**src/rtl/flash_sample_fetcher_pkg.sv**
```systemverilog
// Shared widths, FSM states and Avalon tie-off values for the flash sample fetcher.
// Pure declarations, no logic.
package flash_fetch_pkg;

  localparam int FLASH_AW = 23;
  localparam int FLASH_DW = 32;
  localparam int SAMPLE_W = 16;

  localparam logic [6:0]          FLASH_BURSTCOUNT = 7'd1;
  localparam logic                FLASH_WRITE      = 1'b0;
  localparam logic [3:0]          FLASH_BYTEENABLE = 4'hF;
  localparam logic [FLASH_DW-1:0] FLASH_WRITEDATA  = '0;

  typedef enum logic [2:0] {
    IDLE,
    REQ,
    WAIT_DATA,
    WR_LO,
    WR_HI,
    DONE
  } state_t;

endpackage

```
**src/rtl/flash_sample_fetcher_if.sv**
```systemverilog
// Flash Avalon-MM read port plus sample RAM write port of the fetcher.
// master = fetcher side, slave = flash controller / RAM side.
interface flash_sample_fetcher_if #(
  parameter int RAM_AW = 8
);
  import flash_fetch_pkg::*;

  logic                flash_mem_read;
  logic [FLASH_AW-1:0] flash_mem_address;
  logic                flash_mem_waitrequest;
  logic [FLASH_DW-1:0] flash_mem_readdata;
  logic                flash_mem_readdatavalid;
  logic [6:0]          flash_mem_burstcount;
  logic                flash_mem_write;
  logic [3:0]          flash_mem_byteenable;
  logic [FLASH_DW-1:0] flash_mem_writedata;

  logic                ram_wren;
  logic [RAM_AW-1:0]   ram_addr;
  logic [SAMPLE_W-1:0] ram_wrdata;

  modport master (
    output flash_mem_read, flash_mem_address, flash_mem_burstcount,
           flash_mem_write, flash_mem_byteenable, flash_mem_writedata,
           ram_wren, ram_addr, ram_wrdata,
    input  flash_mem_waitrequest, flash_mem_readdata, flash_mem_readdatavalid
  );

  modport slave (
    input  flash_mem_read, flash_mem_address, flash_mem_burstcount,
           flash_mem_write, flash_mem_byteenable, flash_mem_writedata,
           ram_wren, ram_addr, ram_wrdata,
    output flash_mem_waitrequest, flash_mem_readdata, flash_mem_readdatavalid
  );

endinterface

```
**src/rtl/flash_sample_fetcher.sv**
```systemverilog
// Reads NUM_WORDS flash words (one outstanding read) and writes each as two 16-bit samples, low first.
// 4 cycles/word with no stalls; waitrequest holds the request, readdatavalid timing stretches WAIT_DATA.
module flash_sample_fetcher
  import flash_fetch_pkg::*;
#(
  parameter int                  NUM_WORDS = 128,
  parameter logic [FLASH_AW-1:0] BASE_ADDR = '0,
  parameter int                  RAM_AW    = 8
) (
  input  logic                     clk,
  input  logic                     rst,
  input  logic                     start,
  output logic                     done,
  flash_sample_fetcher_if.master   bus
);

  localparam int               CNT_W     = (NUM_WORDS > 1) ? $clog2(NUM_WORDS) : 1;
  localparam logic [CNT_W-1:0] LAST_WORD = CNT_W'(NUM_WORDS - 1);

  state_t              state, state_nxt;
  logic [CNT_W-1:0]    word_cnt, word_cnt_nxt;
  logic [SAMPLE_W-1:0] hold_hi;
  logic [RAM_AW-1:0]   lo_idx;
  logic [RAM_AW-1:0]   hi_idx;

  assign bus.flash_mem_burstcount = FLASH_BURSTCOUNT;
  assign bus.flash_mem_write      = FLASH_WRITE;
  assign bus.flash_mem_byteenable = FLASH_BYTEENABLE;
  assign bus.flash_mem_writedata  = FLASH_WRITEDATA;

  // Sample index wraps modulo the RAM size.
  assign lo_idx = RAM_AW'({word_cnt, 1'b0});
  assign hi_idx = lo_idx | RAM_AW'(1);

  always_ff @(posedge clk or posedge rst) begin
    if (rst) begin
      state    <= IDLE;
      word_cnt <= '0;
    end else begin
      state    <= state_nxt;
      word_cnt <= word_cnt_nxt;
    end
  end

  always_comb begin
    state_nxt    = state;
    word_cnt_nxt = word_cnt;
    unique case (state)
      IDLE: begin
        if (start) begin
          state_nxt    = REQ;
          word_cnt_nxt = '0;
        end
      end
      REQ: begin
        if (!bus.flash_mem_waitrequest) state_nxt = WAIT_DATA;
      end
      WAIT_DATA: begin
        if (bus.flash_mem_readdatavalid) state_nxt = WR_LO;
      end
      WR_LO: state_nxt = WR_HI;
      WR_HI: begin
        if (word_cnt == LAST_WORD) begin
          state_nxt = DONE;
        end else begin
          state_nxt    = REQ;
          word_cnt_nxt = word_cnt + 1'b1;
        end
      end
      DONE: begin
        if (start) begin
          state_nxt    = REQ;
          word_cnt_nxt = '0;
        end
      end
      default: begin
        state_nxt    = IDLE;
        word_cnt_nxt = '0;
      end
    endcase
  end

  // Outputs are registered from the next state so they line up with the state they describe.
  always_ff @(posedge clk or posedge rst) begin
    if (rst) begin
      bus.flash_mem_read    <= 1'b0;
      bus.flash_mem_address <= BASE_ADDR;
      bus.ram_wren          <= 1'b0;
      bus.ram_addr          <= '0;
      bus.ram_wrdata        <= '0;
      hold_hi               <= '0;
      done                  <= 1'b0;
    end else begin
      bus.flash_mem_read    <= (state_nxt == REQ);
      bus.flash_mem_address <= BASE_ADDR + FLASH_AW'(word_cnt_nxt);
      bus.ram_wren          <= (state_nxt == WR_LO) || (state_nxt == WR_HI);
      done                  <= (state_nxt == DONE);
      if (state == WAIT_DATA && bus.flash_mem_readdatavalid) begin
        hold_hi        <= bus.flash_mem_readdata[FLASH_DW-1:SAMPLE_W];
        bus.ram_addr   <= lo_idx;
        bus.ram_wrdata <= bus.flash_mem_readdata[SAMPLE_W-1:0];
      end else if (state == WR_LO) begin
        bus.ram_addr   <= hi_idx;
        bus.ram_wrdata <= hold_hi;
      end
    end
  end

endmodule

```
**src/flat_wrapper.sv**
```systemverilog
// flat-port wrapper written by rule: the top's interface ports become plain ports
module flash_sample_fetcher_flat import flash_fetch_pkg::*;
#(
  parameter int                  NUM_WORDS = 128,
  parameter logic [FLASH_AW-1:0] BASE_ADDR = '0,
  parameter int                  RAM_AW    = 8
)
  (clk, rst, start, done, bus_flash_mem_read, bus_flash_mem_address, bus_flash_mem_burstcount, bus_flash_mem_write, bus_flash_mem_byteenable, bus_flash_mem_writedata, bus_ram_wren, bus_ram_addr, bus_ram_wrdata, bus_flash_mem_waitrequest, bus_flash_mem_readdata, bus_flash_mem_readdatavalid);
  flash_sample_fetcher_if #(.RAM_AW(RAM_AW)) bus_i ();
  input  logic clk;
  input  logic rst;
  input  logic start;
  output logic done;
  output wire logic [$bits(bus_i.flash_mem_read)-1:0] bus_flash_mem_read;
  output wire logic [$bits(bus_i.flash_mem_address)-1:0] bus_flash_mem_address;
  output wire logic [$bits(bus_i.flash_mem_burstcount)-1:0] bus_flash_mem_burstcount;
  output wire logic [$bits(bus_i.flash_mem_write)-1:0] bus_flash_mem_write;
  output wire logic [$bits(bus_i.flash_mem_byteenable)-1:0] bus_flash_mem_byteenable;
  output wire logic [$bits(bus_i.flash_mem_writedata)-1:0] bus_flash_mem_writedata;
  output wire logic [$bits(bus_i.ram_wren)-1:0] bus_ram_wren;
  output wire logic [$bits(bus_i.ram_addr)-1:0] bus_ram_addr;
  output wire logic [$bits(bus_i.ram_wrdata)-1:0] bus_ram_wrdata;
  input wire logic [$bits(bus_i.flash_mem_waitrequest)-1:0] bus_flash_mem_waitrequest;
  input wire logic [$bits(bus_i.flash_mem_readdata)-1:0] bus_flash_mem_readdata;
  input wire logic [$bits(bus_i.flash_mem_readdatavalid)-1:0] bus_flash_mem_readdatavalid;
  assign bus_flash_mem_read = bus_i.flash_mem_read;
  assign bus_flash_mem_address = bus_i.flash_mem_address;
  assign bus_flash_mem_burstcount = bus_i.flash_mem_burstcount;
  assign bus_flash_mem_write = bus_i.flash_mem_write;
  assign bus_flash_mem_byteenable = bus_i.flash_mem_byteenable;
  assign bus_flash_mem_writedata = bus_i.flash_mem_writedata;
  assign bus_ram_wren = bus_i.ram_wren;
  assign bus_ram_addr = bus_i.ram_addr;
  assign bus_ram_wrdata = bus_i.ram_wrdata;
  assign bus_i.flash_mem_waitrequest = bus_flash_mem_waitrequest;
  assign bus_i.flash_mem_readdata = bus_flash_mem_readdata;
  assign bus_i.flash_mem_readdatavalid = bus_flash_mem_readdatavalid;
  flash_sample_fetcher #(.NUM_WORDS(NUM_WORDS), .BASE_ADDR(BASE_ADDR), .RAM_AW(RAM_AW)) u_core (.clk(clk), .rst(rst), .start(start), .done(done), .bus(bus_i));
endmodule
```
**config.mk**
```make
export PLATFORM = sky130hd
export DESIGN_NAME = flash_sample_fetcher_flat
export DESIGN_NICKNAME = d
export VERILOG_FILES = /design/src/rtl/flash_sample_fetcher_pkg.sv /design/src/rtl/flash_sample_fetcher_if.sv /design/src/rtl/flash_sample_fetcher.sv /design/src/flat_wrapper.sv
export SDC_FILE = /design/constraint.sdc
export NUM_CORES = 1
export LEC_CHECK = 0
export ABC_CLOCK_PERIOD_IN_PS = 2000
export BUFFER_PORTS_ARGS = -buffer_cell sky130_fd_sc_hd__buf_2
export CORE_MARGIN = 8
export CORE_UTILIZATION = 46
export DETAILED_ROUTE_END_ITERATION = 12
export HOLD_SLACK_MARGIN = 0.03
export PLACE_DENSITY_LB_ADDON = 0.15
export SKIP_CTS_REPAIR_TIMING = 1
export SLEW_MARGIN = 20
export SYNTH_ARGS = -nofsm -noshare
export SYNTH_HDL_FRONTEND = slang
export SYNTH_SLANG_ARGS = --single-unit
```
**constraint.sdc**
```tcl
create_clock -name clk -period 2 [get_ports clk]
set_clock_uncertainty 0.05 [all_clocks]
set_input_delay 0.3 -clock clk [delete_from_list [all_inputs] [get_ports clk]]
set_output_delay 0.3 -clock clk [all_outputs]
set_load 0.005 [all_outputs]
```
==> results of run 1 <==
metal layers:
metal	track usage [%]	part of all wire, %	up-vias
li1	-	-	987
met1	15.4	41	907
met2	20.8	48	85
met3	5.10	9.2	6
met4	4.03	1.1	0
met5	0	0	-
power by group through the flow:
stage | sequential (mW) | clock (mW) | combinational [mW]
2_1_floorplan | 1.71 | 0 | 0.943
3_3_place_gp | 1.75 | 0 | 1.29
3_5_place_dp | 1.76 | 0 | 1.33
4_1_cts | 1.74 | 0.615 | 1.33
5_1_grt | 1.79 | 0.665 | 1.50
6_report | 1.73 | 0.589 | 1.29
worst max-delay path: stages (launching register included):
cell and delay [ns]:
dfrtp_1 0.50, and2b_1 0.34, o21a_1 0.19, buf_12 0.21
mux2_1 0.33
cell families (layout without fill, tap and decap cells):
logic type | Yosys count | count (layout) | synth area share, %
other cells | 2 | 60 | 0.279
simple gates | 118 | 118 | 18.6
fa+ha+maj | 1 | 1 | 0.465
flops | 53 | 53 | 49.3
xor+xnor | 1 | 1 | 0.326
compound gates | 38 | 38 | 8.74
mux | 7 | 7 | 2.93
buf+inv | 74 | 86 | 19.3
path summary, 6_finish.rpt:
kind | cells past startpoint | slack, ns | to
min reg2reg | 2 | 0.42 | u_core.hold_hi[6]
max reg2reg | 4 | 0.25 | u_core.bus.ram_addr[4]
max | 4 | 0.25 | u_core.bus.ram_addr[4]
min in group asynchronous | 4 | 0.52 | u_core.bus.ram_wrdata[6]
min | 3 | 0.13 | u_core.hold_hi[3]
max in group asynchronous | 4 | 1.14 | u_core.hold_hi[11]
area by class of cell:
cell class                 instances  area share (%)
clock buffer                       6            2.41
multi-input combinational        225            35.2
tap                               75            3.12
clock inverter                     2           0.457
timing repair buffer              76            14.5
inverter                           2           0.249
sequential                        53            44.1
cells in the final DEF (no fill, tap or decap), types with 2 or more instances in the layout:
master and count:
a21o_1 2, a21oi_1 6, a31oi_1 17, and3_1 3, buf_12 3, buf_2 70, buf_4 2, clkbuf_8 5
conb_1 60, dfrtp_1 53, inv_2 2, mux2_1 7, nand2_1 71, nand2b_1 3, nand3_1 7, nor2_1 22
nor2b_1 2, nor3_1 3, o211ai_1 2, o21ai_0 2, o21ai_1 4, or3_1 2
sequential cells by signal, summed over array words and instances (netlist names):
register and cells:
u_core.bus.ram_wrdata 16, u_core.hold_hi 16, u_core.bus.ram_addr 8, u_core.bus.flash_mem_address 7, u_core.state 3, u_core.bus.flash_mem_read 1, u_core.bus.ram_wren 1, u_core.done 1
==> flow_summary.yaml, run 1 <==
floorplan:
  die_width_um: 92.5
  ios: 131
  core_um2: 5780
  die_area_um2: 8550
  rows: 28
  initial_core_util_pct: 46.5
  fp.dieH_um: 92.5
finish:
  finalInstanceArea_um2: 3010
  drive_gt1_share_pct: 23.1
  instances_no_fill: 439
  final_nets: 401
  n_antenna_cell: 0
  register_area_um2: 1330
  multi_input_area_um2: 1060
  final_util_pct: 52.1
  fillers: 598
  synthToLayoutAreaGrowth_pct: 11.9
synth:
  synth_cells: 294
  synth_edf_count: 0
  synth_area_um2: 2690
  synth_top_area_cell: "dfrtp_1"
  synth.most_common_cell: "nand2_1"
  synth_seq_cells: 53
  synth.distinct_cells: 35
  synth_top_area_share_pct: 49.3
  yosysSeqAreaShare_pct: 49.3
  avgSynthCellArea_um2: 9.15
  async_flop_share_pct: 100
  synth_ff_type: "dfrtp_1"
  synthTopCellsByArea: "dfrtp_1 49%, buf_4 17%, nand2_1 9.9%, a31oi_1 4.0%, nor2_1 3.1%"
  netlist_top_cells_count: "71 x nand2_1, 60 x buf_4, 53 x dfrtp_1"
  synth_warnings: 0
timing:
  fin_crit_sh_pct: 87.3
  clock.fmax_ghz: 0.573
  setup_ws_ns: 0.254
  rsz0062_at_grt: "no"
  fin_crit_ns: 1.75
  hold-worst-slack_ns: 0.134
  hold_viol: 0
  setup_violations: 0
  drv_slew: 0
  tns_ns: 0
power_and_ir_drop:
  pwr-share-clk_pct: 16.3
  comb_power_share_pct: 35.8
  pwr-share-seq_pct: 47.9
  internal-power_mw: 2.32
  power_density_nw_per_um2: 1200
  vdd_drop_max_mv: 0.431
  finalPower_mw: 3.61
  swShare_pct: 35.7
  power.leakage_nw: 1.64
  switching_power_mw: 1.29
grt:
  antenna_found_initial: 0
  grt_pass1_vias: 2029
  gr-total-overflow: 0
  grt_max_degree: 54
  track_usage_pct: 12.9
  grt_pass1_wl_um: 9130
place:
  hpwl_um: 4300
  place.gp.congestion: 0.770
  placedCellCount: 430
  dpl_cell_area_um2: 2910
  portBuffers: 70
  pre_cts_ws_ns: 0.265
setup_path:
  cp.arrival_ns: 1.89
  path_class: "flop to flop"
  timing.rr.start: "u_core.state[2]"
  start_kind: "flop"
  crit_required_ns: 2.14
  endpoint_kind: "flop"
  cp_max_fo: 40
  cp-startpoint: "u_core.state[2]"
clocking:
  clock_latency_ns: 0.30
  cts_max_level: 2
  clk_pin_slew_ns: 0.09
  clk_root_buffer_cell: "clkbuf_8"
  cts_sinks: 53
  clk_path_buf_depth: 2
  numCtsBuffers: 5
  cts_tree: "done"
drt:
  firstDrtPassIters: 4
  via_count: 1985
  postRouteWirelength_um: 5560
  drt_iter0_drc: 73
  wl_per_cell_um: 12.7
  post-route-drc-count: 0
  via_per_inst: 4.52
  ant_nets: 0
min_path:
  min_path_type: "input pin to flop"
  hold_start: "bus_flash_mem_readdata[19]"
job:
  max_cap_violations: 0
outcome:
  status: "complete, no violations"
Note: power is estimated with default switching activity, not from simulation.
==> run 2, diff against run 1 <==
Settings changed: ABC_AREA set to 1.
==> flow_summary.yaml, run 2 <==
outcome:
  status: "complete, no violations"
finish:
  n_antenna_cell: 0
  final_util_pct: 52.2
  final_nets: 424
  fillers: 597
  final_cell_mix: "96 x nand2_1, 70 x buf_2, 60 x conb_1, 53 x dfrtp_1, 25 x nor2_1"
  layout_commonest_cell: "nand2_1"
  drive_gt1_share_pct: 24.5
  reg_top3: "u_core.bus.ram_wrdata: 16 flops, u_core.hold_hi: 16 flops, u_core.bus.ram_addr: 8 flops"
  synthToLayoutAreaGrowth_pct: 11.4
timing:
  fin_crit_sh_pct: 81.3
  hold-worst-slack_ns: 0.136
  fin_crit_ns: 1.63
  rsz0062_at_grt: "no"
  hold_viol: 0
  tns_ns: 0
  clock.fmax_ghz: 0.615
  drv_slew: 0
  setup_ws_ns: 0.374
  setup_violations: 0
drt:
  post-route-drc-count: 0
  via_count: 2029
  via_per_inst: 4.39
  firstDrtPassIters: 4
  drt_iter0_drc: 97
  wl_per_cell_um: 12.9
  ant_nets: 0
  postRouteWirelength_um: 5950
setup_path:
  cp_max_fo: 11
  endpoint_kind: "flop"
  crit_required_ns: 2.16
  cp.arrival_ns: 1.79
  path_class: "flop to flop"
  start_kind: "flop"
power_and_ir_drop:
  power.leakage_nw: 1.67
  power_density_nw_per_um2: 1270
  vdd_drop_max_mv: 0.473
synth:
  avgSynthCellArea_um2: 8.64
  synthTopCellsByArea: "dfrtp_1 49%, buf_4 17%, nand2_1 13%, a31oi_1 3.7%, nor2_1 3.4%"
  synth.most_common_cell: "nand2_1"
  synth_area_um2: 2720
  synth_edf_count: 0
  synth_cells: 315
  yosysSeqAreaShare_pct: 48.7
  synth.distinct_cells: 26
  synth_top_area_cell: "dfrtp_1"
  synth_seq_cells: 53
  synth_ff_type: "dfrtp_1"
  netlist_top_cells_count: "96 x nand2_1, 61 x buf_4, 53 x dfrtp_1"
  async_flop_share_pct: 100
  synth_top_area_share_pct: 48.7
  synth_warnings: 0
clocking:
  clk_pin_slew_ns: 0.10
  cts_tree: "done"
  clock_latency_ns: 0.31
  cts_sinks: 53
  clk_root_buffer_cell: "clkbuf_8"
  clk_path_buf_depth: 2
  numCtsBuffers: 5
  cts_max_level: 2
grt:
  gr-total-overflow: 0
  antenna_found_initial: 0
  track_usage_pct: 14.0
  grt_max_degree: 33
  grt_pass1_vias: 2157
  grt_pass1_wl_um: 9870
job:
  max_cap_violations: 0
floorplan:
  fp.dieH_um: 92.9
  ios: 131
  core_um2: 5820
  rows: 28
  initial_core_util_pct: 46.8
  die_area_um2: 8630
  die_width_um: 92.9
place:
  place.gp.congestion: 0.806
  hpwl_um: 4600
  portBuffers: 70
  pre_cts_ws_ns: 0.400
min_path:
  min_path_type: "input pin to flop"
-- run 2: kinds of logic after synthesis --
| kind of cell | Yosys count | synth area share [%] |
|---|---|---|
| buf+inv | 84 | 21.1 |
| compound gates | 27 | 6.02 |
| other cells | 2 | 0.276 |
| fa+ha+maj | 1 | 0.460 |
| simple gates | 146 | 22.8 |
| flops | 53 | 48.7 |
| xor+xnor | 2 | 0.644 |
-- run 2: final cells by class --
cell class / count / area (µm²) / share of cell area (%)
sequential: 53 / 1330 / 43.7
clock inverter: 2 / 38.8 / 1.28
tap: 75 / 93.8 / 3.09
inverter: 14 / 52.6 / 1.73
timing repair buffer: 76 / 410 / 13.5
clock buffer: 6 / 72.6 / 2.39
multi-input combinational: 236 / 1040 / 34.2
-- run 2: worst paths after layout --
path,slack (ns),from,cells past startpoint,end
max,0.37,u_core.bus.flash_mem_address[1],8,u_core.bus.flash_mem_address[3]
min,0.14,bus_flash_mem_readdata[19],3,u_core.hold_hi[3]
max reg2reg,0.37,u_core.bus.flash_mem_address[1],8,u_core.bus.flash_mem_address[3]
min reg2reg,0.43,u_core.hold_hi[12],2,u_core.hold_hi[12]
max in group asynchronous,1.05,rst,4,u_core.bus.ram_wrdata[10]
min in group asynchronous,0.52,rst,4,u_core.bus.ram_addr[3]
-- run 2: stage by stage --
step,cells,area [µm²],power (mW)
after detailed placement,453,2910,3.17
after global routing,462,3030,4.19
after CTS,461,3020,3.90
final,462,3030,3.84
after floorplan,373,2940,2.78
after global placement,453,2910,3.13
-- run 2: where the power goes --
part           total (mW)  internal (mW)  switching, mW
sequential           1.70           1.49          0.214
clock               0.719          0.376          0.344
combinational        1.42          0.566          0.851
-- run 2: layer usage --
metal,wire length [µm],track usage (%),vias to the layer above
met5,0,0,-
met1,2570,17.4,933
met3,526,4.21,6
li1,-,-,1011
met2,2770,22.3,79
met4,87,5.23,0
-- run 2: worst max-delay path: stages (launching register included) --
cell and delay (ns):
dfrtp_1 0.44, ha_1 0.21, nand3_1 0.13, nor2_1 0.23
nand2_4 0.09, nand3_2 0.21, inv_1 0.06, nand2_1 0.06
nand2_1 0.04
==> run 3, diff against run 2 <==
Settings changed: ABC_CLOCK_PERIOD_IN_PS 2000 to 1410, CORE_UTILIZATION 46 to 42.
Clock period 2 ns to 1.41 ns, I/O delays scaled along.
==> flow_summary.yaml, run 3 (same netlist as run 2, synthesis figures left out) <==
outcome:
  status: "complete, no violations"
drt:
  postRouteWirelength_um: 6730
  firstDrtPassIters: 4
  drt_iter0_drc: 49
  post-route-drc-count: 0
  wl_per_cell_um: 13.8
  via_count: 2146
  via_per_inst: 4.42
  ant_nets: 0
floorplan:
  fp.dieH_um: 96.5
  die_width_um: 96.5
  die_area_um2: 9310
  core_um2: 6310
  rows: 29
  ios: 131
  initial_core_util_pct: 43.1
power_and_ir_drop:
  power_density_nw_per_um2: 1830
  vdd_drop_max_mv: 0.846
  power.leakage_nw: 1.82
  finalPower_mw: 6.21
setup_path:
  endpoint_kind: "flop"
  setup.worst_path.end: "u_core.bus.ram_wrdata[0]"
  crit_required_ns: 1.59
  path_class: "flop to flop"
  cp.arrival_ns: 1.57
  timing.rr.start: "u_core.state[0]"
  reg2reg_slack_ns: 0.02
  cp_max_fo: 8
  reg2reg_to: "u_core.bus.ram_wrdata[0]"
  start_kind: "flop"
  cp-startpoint: "u_core.state[0]"
  rr_worst_depth: 6
finish:
  final_nets: 446
  synthToLayoutAreaGrowth_pct: 25.0
  n_antenna_cell: 0
  drive_gt1_share_pct: 31.1
  fillers: 610
  register_area_um2: 1330
  reg_top3: "u_core.bus.ram_wrdata: 16 flops, u_core.hold_hi: 16 flops, u_core.bus.ram_addr: 8 flops"
  layout_commonest_cell: "nand2_1"
  instances_no_fill: 486
  multi_input_area_um2: 1120
  final_cell_mix: "95 x nand2_1, 70 x buf_2, 60 x conb_1, 51 x dfrtp_1, 24 x nor2_1"
grt:
  grt_max_degree: 54
  grt_pass1_vias: 2041
  gr-total-overflow: 0
  grt_pass1_wl_um: 9510
  antenna_found_initial: 0
  track_usage_pct: 12.8
timing:
  rsz0062_at_grt: "yes"
  drv_slew: 0
  clock.fmax_ghz: 0.722
  fin_crit_sh_pct: 98.2
  hold_viol: 0
  setup_violations: 0
  fin_crit_ns: 1.39
  setup_ws_ns: 0.0247
  tns_ns: 0
clocking:
  cts_max_level: 2
  numCtsBuffers: 5
  cts_tree: "done"
  clk_pin_slew_ns: 0.10
  cts_sinks: 53
  clk_path_buf_depth: 2
  clock_latency_ns: 0.31
  clk_root_buffer_cell: "clkbuf_8"
min_path:
  min_path_type: "input pin to flop"
place:
  portBuffers: 70
  hpwl_um: 4520
  placedCellCount: 468
  place.gp.congestion: 0.853
  pre_cts_ws_ns: 0.00360
job:
  max_cap_violations: 0
## run 3: changes by cell type in the layout (fill, tap and decap cells not counted), sizes merged
cell,previous run,this run
nand3,17,18
inv,14,13
buf,75,92
clkinvlp,0,2
clkbuf,6,9
## run 3: worst min-delay path by stage
stage / slack, ns / start / to / cells after the start
after detailed placement: 0.26 / rst / u_core.bus.ram_wrdata[1] / 3
after global routing: 0.03 / bus_flash_mem_readdata[21] / u_core.hold_hi[5] / 3
after global placement: 0.26 / rst / u_core.bus.ram_addr[0] / 3
final: 0.04 / bus_flash_mem_readdata[29] / u_core.hold_hi[13] / 3
after CTS: -0.08 / rst / u_core.bus.ram_wrdata[0] / 3
after floorplan: 0.22 / rst / u_core.bus.flash_mem_address[0] / 1
## run 3: final cells by class
| class | instances | share of cell area (%) |
|---|---|---|
| Clock buffer | 5 | 2.02 |
| Sequential cell | 53 | 39.1 |
| Clock inverter | 3 | 1.36 |
| Tap cell | 77 | 2.83 |
| Inverter | 14 | 1.80 |
| Multi-Input combinational cell | 237 | 33.0 |
| Timing Repair Buffer | 97 | 19.9 |
## run 3: power by group
group          internal, mW  leakage (nW)  switching, mW
Combinational          1.27          1.11           1.50
Sequential             2.12         0.659          0.277
Clock                 0.532        0.0543          0.520
Total                  3.92          1.82           2.29
## run 3: per-layer routing
metal	global-route usage [%]	part of all wire, %	routed length [µm]
met5	0	0	0
met4	4.54	1.2	80
met3	3.71	9.4	635
met2	18.8	43	2910
met1	17.5	46	3100
## run 3: per-stage QoR
stage               hold WS [ns]  util [%]  cell area (µm²)
floorplan                  0.223         -             2940
global placement           0.262      48.2             3040
detailed placement         0.263      48.2             3040
CTS                      -0.0809      50.0             3160
global route              0.0347      53.9             3400
finish                    0.0402      53.9             3400
## run 3: critical path, cell delays in order, from the launching register on
cell and delay (ns):
dfrtp_2 0.46, inv_4 0.10, nand3_4 0.08, nor2_4 0.22
clkbuf_16 0.20, nand2_1 0.05, a31oi_1 0.14
